===== config.mk =====
export PLATFORM = sky130hd
export DESIGN_NAME = cdb_wb_arb
export DESIGN_NICKNAME = d
export VERILOG_FILES = /design/src/rtl/cdb_wb_arb_pkg.sv /design/src/rtl/cdb_wb_arb_wb_fifo.sv /design/src/rtl/cdb_wb_arb.sv
export SDC_FILE = /design/constraint.sdc
export NUM_CORES = 2
export LEC_CHECK = 0
export CORE_ASPECT_RATIO = 1.4
export CORE_MARGIN = 2
export CORE_UTILIZATION = 35
export DETAILED_ROUTE_END_ITERATION = 8
export MAX_ROUTING_LAYER = met4
export PLACE_DENSITY = 0.57
export RECOVER_POWER = 50
export REMOVE_ABC_BUFFERS = 1
export SYNTH_ARGS = -nofsm -noshare
export SYNTH_HDL_FRONTEND = slang
export SYNTH_HIERARCHICAL = 1
export SYNTH_SLANG_ARGS = --single-unit
export TNS_END_PERCENT = 100

===== constraint.sdc =====
create_clock -name clk -period 12.1 [get_ports clk]
set_input_delay 1.815 -clock clk [delete_from_list [all_inputs] [get_ports clk]]
set_output_delay 1.815 -clock clk [all_outputs]
set_load 0.02 [all_outputs]

===== src/rtl/cdb_wb_arb_pkg.sv =====
// Shared types and constants for the CDB writeback arbiter.
package cdb_wb_arb_pkg;

  localparam int CDB_NUM_LANES = 4;
  localparam int WB_FIFO_DEPTH = 2;
  localparam int ROB_SIZE_CLOG = 5;
  localparam int DATA_LEN      = 32;
  localparam int OP_W          = 6;
  localparam int RD_W          = 5;

  typedef struct packed {
    logic [ROB_SIZE_CLOG-1:0] robid;
    logic [OP_W-1:0]          op;
    logic [RD_W-1:0]          rd;
    logic [DATA_LEN-1:0]      data;
  } cdb_pkt_t;

  function automatic int lane_wrap(input int l, input int n);
    return (l >= n) ? l - n : l;
  endfunction

endpackage


===== src/rtl/cdb_wb_arb_wb_fifo.sv =====
// Single-lane result FIFO; flush empties it and wins over push/pop.
module wb_fifo
  import cdb_wb_arb_pkg::*;
#(
  parameter int DEPTH = WB_FIFO_DEPTH
) (
  input  logic                   clk,
  input  logic                   rst_n,
  input  logic                   flush_i,
  input  logic                   push_i,
  input  logic                   pop_i,
  input  cdb_pkt_t               din_i,
  output cdb_pkt_t               dout_o,
  output logic                   full_o,
  output logic                   empty_o,
  output logic [$clog2(DEPTH):0] occ_o
);

  localparam int AW = $clog2(DEPTH);

  cdb_pkt_t      mem_q [DEPTH];
  logic [AW-1:0] wp_q, rp_q;
  logic [AW:0]   cnt_q;

  always_ff @(posedge clk or negedge rst_n) begin
    if (!rst_n) begin
      wp_q  <= '0;
      rp_q  <= '0;
      cnt_q <= '0;
      for (int i = 0; i < DEPTH; i++) mem_q[i] <= '0;
    end else if (flush_i) begin
      wp_q  <= '0;
      rp_q  <= '0;
      cnt_q <= '0;
    end else begin
      if (push_i) begin
        mem_q[wp_q] <= din_i;
        wp_q        <= wp_q + AW'(1);
      end
      if (pop_i) rp_q <= rp_q + AW'(1);
      cnt_q <= cnt_q + (AW+1)'(push_i) - (AW+1)'(pop_i);
    end
  end

  assign dout_o  = mem_q[rp_q];
  assign occ_o   = cnt_q;
  assign full_o  = (int'(cnt_q) == DEPTH);
  assign empty_o = (cnt_q == '0);

endmodule


===== src/rtl/cdb_wb_arb.sv =====
// CDB writeback arbiter: per-lane FIFOs, round-robin grant to registered CDB ports.
// Define CDB_BYPASS_EN to let an empty lane's incoming result reach the CDB directly.
module cdb_wb_arb
  import cdb_wb_arb_pkg::*;
#(
  parameter int NUM_FU_LANES = 6
) (
  input  logic                                          clk,
  input  logic                                          rst,
  input  logic                                          flush,
  input  logic [NUM_FU_LANES-1:0]                       fu_res_val,
  input  logic [NUM_FU_LANES-1:0][ROB_SIZE_CLOG-1:0]    fu_res_robid,
  input  logic [NUM_FU_LANES-1:0][OP_W-1:0]             fu_res_op,
  input  logic [NUM_FU_LANES-1:0][RD_W-1:0]             fu_res_rd,
  input  logic [NUM_FU_LANES-1:0][DATA_LEN-1:0]         fu_res_data,
  output logic [NUM_FU_LANES-1:0]                       fu_free,
  output logic [NUM_FU_LANES-1:0]                       fu_free_1c,
  output logic [CDB_NUM_LANES-1:0]                      commit_instr_cdb,
  output logic [CDB_NUM_LANES-1:0][ROB_SIZE_CLOG-1:0]   robid_cdb,
  output logic [CDB_NUM_LANES-1:0][OP_W-1:0]            op_cdb,
  output logic [CDB_NUM_LANES-1:0][RD_W-1:0]            rd_tag_cdb,
  output logic [CDB_NUM_LANES-1:0][DATA_LEN-1:0]        result_data_cdb
);

  localparam int PW = (NUM_FU_LANES > 1) ? $clog2(NUM_FU_LANES) : 1;
  localparam int OW = $clog2(WB_FIFO_DEPTH) + 1;

  cdb_pkt_t                 in_pkt   [NUM_FU_LANES];
  cdb_pkt_t                 head     [NUM_FU_LANES];
  logic [OW-1:0]            occ      [NUM_FU_LANES];
  logic [NUM_FU_LANES-1:0]  full, empty, cand;
  logic [NUM_FU_LANES-1:0]  grant, pop, push, byp;
  logic [PW-1:0]            rr_q, rr_d;
  logic [CDB_NUM_LANES-1:0] pv, commit_q;
  cdb_pkt_t                 port_pkt [CDB_NUM_LANES];
  cdb_pkt_t                 cdb_q    [CDB_NUM_LANES];

`ifdef CDB_BYPASS_EN
  assign cand = ~empty | fu_res_val;
`else
  assign cand = ~empty;
`endif

  always_comb begin
    int cnt;
    int lane;
    grant = '0;
    pv    = '0;
    rr_d  = rr_q;
    cnt   = 0;
    lane  = 0;
    for (int c = 0; c < CDB_NUM_LANES; c++) port_pkt[c] = '0;
    for (int i = 0; i < NUM_FU_LANES; i++) begin
      lane = lane_wrap(int'(rr_q) + i, NUM_FU_LANES);
      if (cand[lane] && cnt < CDB_NUM_LANES) begin
        grant[lane]   = 1'b1;
        pv[cnt]       = 1'b1;
        port_pkt[cnt] = empty[lane] ? in_pkt[lane] : head[lane];
        rr_d          = PW'(lane_wrap(lane + 1, NUM_FU_LANES));
        cnt           = cnt + 1;
      end
    end
  end

  assign pop        = grant & ~empty;
  assign byp        = grant & empty;
  assign fu_free_1c = full & grant;
  // A bypassed result is already on its way to the CDB, so it skips the FIFO.
  assign push       = fu_res_val & (fu_free | fu_free_1c) & ~byp;

  for (genvar l = 0; l < NUM_FU_LANES; l++) begin : g_lane
    assign in_pkt[l] = {fu_res_robid[l], fu_res_op[l],
                        fu_res_rd[l], fu_res_data[l]};
    assign fu_free[l] = (int'(occ[l]) < WB_FIFO_DEPTH);

    wb_fifo #(
      .DEPTH (WB_FIFO_DEPTH)
    ) u_fifo (
      .clk     (clk),
      .rst_n   (rst),
      .flush_i (flush),
      .push_i  (push[l]),
      .pop_i   (pop[l]),
      .din_i   (in_pkt[l]),
      .dout_o  (head[l]),
      .full_o  (full[l]),
      .empty_o (empty[l]),
      .occ_o   (occ[l])
    );

    a_no_overflow: assert property (
      @(posedge clk) disable iff (!rst || flush)
      !(fu_res_val[l] && !fu_free[l] && !fu_free_1c[l]));
  end

  always_ff @(posedge clk or negedge rst) begin
    if (!rst) begin
      rr_q     <= '0;
      commit_q <= '0;
      for (int c = 0; c < CDB_NUM_LANES; c++) cdb_q[c] <= '0;
    end else if (flush) begin
      commit_q <= '0;
    end else begin
      rr_q     <= rr_d;
      commit_q <= pv;
      for (int c = 0; c < CDB_NUM_LANES; c++)
        if (pv[c]) cdb_q[c] <= port_pkt[c];
    end
  end

  assign commit_instr_cdb = commit_q;

  for (genvar c = 0; c < CDB_NUM_LANES; c++) begin : g_cdb
    assign robid_cdb[c]       = cdb_q[c].robid;
    assign op_cdb[c]          = cdb_q[c].op;
    assign rd_tag_cdb[c]      = cdb_q[c].rd;
    assign result_data_cdb[c] = cdb_q[c].data;
  end

endmodule


# [Word level (Yosys, flattened, before mapping)]
# Cells that the tools add are included.
[totals] ff_bits=799 latch_bits=0 ramBits=0 mem_bits_ro=0 memories=0
[op_classes] add_sub_neg=51 n_mul=0 div_mod_pow=0 magnitude_cmp=79 n_eq_ne=6 shift=0 muxes=223 n_bitwise=42 n_reduce_logical=57
[op_table] operator="48-bit 2-to-1 mux" count=60
[op_table] operator="48-bit binary-select mux with 3-bit select" count=12
[op_table] operator="192-bit bitwise mux" count=5
[op_table] operator="192-bit 2-to-1 mux" count=5
[op_table] operator="96-bit bitwise mux" count=6
[op_table] operator="48-bit demux with 2-bit select" count=5
[op_table] operator="32-bit by 4-bit >= comparator with 1-bit output (second input constant)" count=12
[op_table] operator="32-bit by 1-bit >= comparator with 1-bit output (second input constant)" count=11
[op_table] operator="32-bit NOT" count=11
[op_table] operator="32-bit by 2-bit adder with 32-bit output (second input constant)" count=10
[op_table] operator="32-bit by 4-bit less-than comparator with 1-bit output (second input constant)" count=10
[op_table] operator="32-bit 2-to-1 mux" count=10
[op_table] operator="48-bit demux with 1-bit select" count=6
[op_table] operator="32-bit by 5-bit less-than comparator with 1-bit output (second input constant)" count=6
[op_table] operator="32-bit by 3-bit >= comparator with 1-bit output (second input constant)" count=5
[op_table] operator="32-bit by 1-bit less-than comparator with 1-bit output (second input constant)" count=5
[op_table] operator="1-bit 2-to-1 mux" count=61
[op_table] operator="1-bit binary-select mux with 3-bit select" count=12
[op_table] operator="3-bit 2-to-1 mux" count=12
[op_table] operator="6-bit 2-to-1 mux" count=6
[op_table] operator="6-bit bitwise OR" count=6
[op_table] operator="6-bit AND" count=5
[op_table] operator="1-bit logical AND" count=27
[op_table] operator="4-bit by 3-bit subtractor with 5-bit output (second input constant)" count=5
[op_table] operator="27 further kinds" count=145

# [Depth between registers and ports, before layout]
[depth] depth_word=28 mapped_depth=43 ltp_nobuf=31

# [Modules after synthesis]
# The synthesis kept the hierarchy.
[modules_own_cells] module="cdb_wb_arb" n_inst=1 cells_each=4952 area_per_inst_um2=40123.5
[modules_own_cells] module="wb_fifo" n_inst=6 cells_each=274 area_per_inst_um2=4374.2

# [Least setup slack after synthesis]
# No wires, ideal clock.
[synth_timing] kind="register -> output" startpoint="register rr_q[0]" endpoint="output port fu_free_1c[1]" arrival_time_ps=8342 required_time_ps=10285 slack_ps=1943 stages_incl_launch_ff=36 n_path_buf=14 cell_sequence="dfrtp_1 > buf_2 > buf_6 > buf_2 > inv_2 > buf_2 > clkbuf_1 > buf_2 > clkbuf_1 > ha_1 > ha_1 > inv_1 > ha_1 > clkbuf_1 > clkinv_1 > nor2_1 > a221o_1 > a22oi_2 > inv_2 > buf_4 > clkbuf_1 > clkbuf_1 > ha_1 > nand3_1 > nor2_2 > inv_2 > clkbuf_1 > clkbuf_1 > ha_1 > o31a_1 > a31oi_4 > buf_4 > nand4_1 > o221a_2 > a21oi_1 > and2_1"
[synth_between] elab_chain_len=22 elab_cells_between_ends=102 cone_classes="add/sub (15); order compare (23); mux (47); bitwise (6); reduce/logical (11)"
[synth_lines] item="from (decl)" line_no="cdb_wb_arb.sv:33" rtl="logic [PW-1:0] rr_q, rr_d;"
[synth_lines] item="from (signal assigned)" line_no="cdb_wb_arb.sv:104" rtl="rr_q <= rr_d;"
[synth_lines] item="3-bit by 3-bit subtractor with 4-bit output / 3-bit >= comparator (equally long branches)" line_no="cdb_wb_arb_pkg.sv:19" rtl="return (l >= n) ? l - n : l;"
[synth_lines] item="32-bit 2-to-1 mux" line_no="cdb_wb_arb_pkg.sv:19"
[synth_lines] item="1-bit binary-select mux with 3-bit select" line_no="cdb_wb_arb.sv:55" rtl="if (cand[lane] && cnt < CDB_NUM_LANES) begin"
[synth_lines] item="1-bit 2-to-1 mux (implied by the code) (2 in series)" line_no="cdb_wb_arb.sv:55"
[synth_lines] item="1-bit 2-to-1 mux" line_no="cdb_wb_arb.sv:55"
[synth_lines] item="32-bit by 4-bit less-than comparator with 1-bit output" line_no="cdb_wb_arb.sv:55"
[synth_lines] item="1-bit logical AND" line_no="cdb_wb_arb.sv:55"
[synth_lines] item="32-bit 2-to-1 mux" line_no="cdb_wb_arb.sv:55"
[synth_lines] item="[5 not listed]"
[synth_lines] item="32-bit 2-to-1 mux" line_no="cdb_wb_arb.sv:55"
[synth_lines] item="32-bit by 4-bit less-than comparator with 1-bit output" line_no="cdb_wb_arb.sv:55"
[synth_lines] item="1-bit logical AND" line_no="cdb_wb_arb.sv:55"
[synth_lines] item="32-bit 2-to-1 mux" line_no="cdb_wb_arb.sv:55"
[synth_lines] item="32-bit by 4-bit less-than comparator with 1-bit output" line_no="cdb_wb_arb.sv:55"
[synth_lines] item="1-bit logical AND" line_no="cdb_wb_arb.sv:55"
[synth_lines] item="6-bit 2-to-1 mux (*)" line_no="cdb_wb_arb.sv:55"
[synth_lines] item="6-bit AND (*)" line_no="cdb_wb_arb.sv:67" rtl="assign fu_free_1c = full & grant;"
[synth_lines] item="to (decl)" line_no="cdb_wb_arb.sv:17" rtl="output logic [NUM_FU_LANES-1:0] fu_free_1c,"
# Mark *: on every way between the ends. The rest lies on a longest branch, timed or not. The select of a mux whose other input is x is not followed.

# [Worst setup path after layout]
[layout_timing] startpoint="register rr_q[0]" endpoint="output port fu_free_1c[0]"
# The elaborated chain is that of the path after synthesis.

==> impl_metrics.json <==
{
  "outcome": "complete, but fails checks",
  "violations": "DRC, capacitance limit, slew limit",
  "fin_crit_sh": 0.9261,
  "ctsRootBufferMaster": "clkbuf_16",
  "period_minus_slack_ns": 11.21,
  "postLayoutCellArea_um2": 77390,
  "muxShareOfSynthArea": 0.3340,
  "slowest_stage": "dfrtp_4",
  "async_flop_share": 1.000,
  "io_pins": 505,
  "r2r-start": "rr_q[0]",
  "grt_pass1_vias": 64831,
  "netlist_area_um2": 66370,
  "synth_cells": 6596,
  "clock_path_buffers": 3,
  "synthAdderAreaFrac": 0.01840,
  "ys_types": 102,
  "vias": 66418,
  "finalSetupTns_ns": 0,
  "rsz0062_at_grt": "false",
  "clock-sinks": 799,
  "holdCritStartpoint": "op_cdb[0]",
  "startpoint_type": "flop",
  "wl_met1_um": 145200,
  "drv_cap": 10,
  "synthXorXnorAreaFrac": 0.006278,
  "post-dp-hpwl_um": 248800,
  "wirelength_um": 379700,
  "rrSetupSlack_ns": 1.90,
  "ys_seq_area_frac": 0.3013,
  "cts_tree": "done",
  "dr_wl_met2_um": 159400,
  "worstRegToRegCells": 30,
  "ant_nets": 0,
  "die_w_um": 372.0,
  "worstReg2RegEnd": "g_lane[5].u_fifo/mem_q[81]",
  "path_delay_family": "adder cells",
  "nets": 7187,
  "cp_max_fo": 17,
  "die_y_um": 519.2,
  "cpPeakStageDelay_ns": 0.62,
  "drtIter0Drc": 10041,
  "crit_type": "flop to primary output",
  "synth_commonest_cells": "mux2_2, dfrtp_1, mux2i_1, nand2_1, nor2_1",
  "synth_top_area_frac": 0.3013,
  "cts-resized-gates": 0,
  "setup_viol": 0,
  "met3_length_um": 44850,
  "place_inst": 9184,
  "synth_top_family_by_area": "multiplexers",
  "cpMostUsedCell": "ha_1",
  "worstHoldPathCells": 1,
  "remaining_drc_errors": 13,
  "floorplan.initialDensity": 0.3513,
  "synthTopCellsByArea": "dfrtp_1, mux2_2, mux4_2",
  "gp_congestion": 1.014,
  "hp-class": "flop to flop",
  "yosysMostFrequentCell": "mux2_2",
  "synth-seq-cells": 799,
  "cts_setup_buffers": 0,
  "num_rows": 189,
  "core-area_um2": 188900,
  "required_ns": 10.28,
  "synth_compound_area_frac": 0.1960,
  "grt_usage": 0.3925,
  "yosys_warnings": 6,
  "drt-pass1-iter-count": 9,
  "antenna_found_initial": 42,
  "yosys_most_used_dff": "dfrtp_1",
  "port_buffers": 504,
  "place_ws_ns": 1.934,
  "worst_pin_slew_ns": 4.504,
  "highest_layer": "met4",
  "synth_edf_count": 0,
  "hold_violations": 0,
  "path_buf_inv": 9,
  "grt.overflow.total": 0,
  "numCtsBuffers": 90,
  "finalClockSkew_ns": 0.04929,
  "hold_end": "op_cdb[0]",
  "cp-end-kind": "primary output",
  "dpl_cell_area_um2": 74290,
  "hold_buffers": 0,
  "grt_pass1_wl_um": 519400,
  "yosysTopAreaCell": "dfrtp_1",
  "wire_per_inst_um": 40.48,
  "finalNonFillerCells": 9380,
  "slew_headroom": -2.003,
  "grt_start_max_net_pins": 159,
  "worstSkewPairLatency_ns": 0.77,
  "avgSynthCellArea_um2": 10.06,
  "fmax_mhz": 89.24,
  "die-area_um2": 193200,
  "yosys.area_share.simple": 0.09407,
  "area_growth_pct": 16.61,
  "drv_slew": 667,
  "htreeDepth": 3,
  "fin_ws_ns": 0.8939,
  "clk_pin_slew_ns": 0.07,
  "worst_ep_arrival_time_ns": 9.39,
  "layout-drive-gt1-share": 0.2540,
  "via_per_inst": 7.081
}
==> kinds of logic (layout without fill, tap and decap cells) <==
logic type               after synthesis  after routing
AO/OA/AOI/OAI                       1836           1836
multiplexers                        1751           1751
AND/OR/NAND/NOR                     1332           1332
flip-flops                           799            799
buffers and inverters                743           1008
adder cells (fa/ha/maj)               97             97
XOR/XNOR                              36             36
other                                  2             38
==> worst max-delay path by stage <==
| stage | start | to | slack, ns | depth (start not counted) |
|---|---|---|---|---|
| after floorplan | rr_q[0] | g_lane[0].u_fifo/mem_q[63] | -35.67 | 24 |
| after global placement | rr_q[0] | fu_free_1c[0] | 1.95 | 27 |
| after detailed placement | rr_q[0] | fu_free_1c[0] | 1.93 | 27 |
| after CTS | rr_q[0] | fu_free_1c[0] | 1.10 | 27 |
| after global routing | rst | g_lane[4].u_fifo/mem_q[69] | 0.64 | 3 |
| final | rr_q[0] | fu_free_1c[0] | 0.89 | 27 |
==> through the flow <==
step	utilization	hold slack, ns
detailed placement	0.3932	0.4695
CTS	0.4095	0.4838
finish	0.4096	0.4741
floorplan	-	0.4541
global placement	0.3932	0.4624
global route	0.4096	0.4897
==> area by class of cell <==
| class | instances | area, um^2 |
|---|---|---|
| clock inverter | 52 | 594.3 |
| tap | 2483 | 3107 |
| clock buffer | 116 | 2482 |
| timing repair buffer | 735 | 6844 |
| multi-input combinational | 5062 | 43870 |
| antenna | 28 | 70.07 |
| fill | 18401 | 111600 |
| sequential | 799 | 20020 |
| inverter | 105 | 404.1 |
==> registers in the layout (all words and copies together) (netlist names), 6 cells and up <==
register / count
g_lane.u_fifo/wp_q: 6
g_lane.u_fifo/mem_q: 576
result_data_cdb: 128
g_lane.u_fifo/rp_q: 6
op_cdb: 24
rd_tag_cdb: 20
g_lane.u_fifo/occ_o: 12
robid_cdb: 20
==> metal layers <==
| metal | up-vias | track usage |
|---|---|---|
| li1 | 26027 | - |
| met1 | 33587 | 0.4871 |
| met2 | 5265 | 0.5556 |
| met3 | 1539 | 0.1088 |
| met4 | 0 | 0.2553 |
| met5 | - | - |
==> placed cells by master (no fill, tap or decap), types with 215 or more instances in the layout <==
| cell type | n |
|---|---|
| a21oi_1 | 291 |
| mux2_2 | 908 |
| dfrtp_1 | 791 |
| clkdlybuf4s50_1 | 397 |
| nand2_1 | 423 |
| mux4_2 | 266 |
| mux2i_1 | 434 |
| o21ai_0 | 306 |
| buf_4 | 215 |
| nor2_1 | 372 |
Power is left out: the tool's default activity adds up to more than one toggle a clock period on the data nets, which glitch-free logic cannot reach.
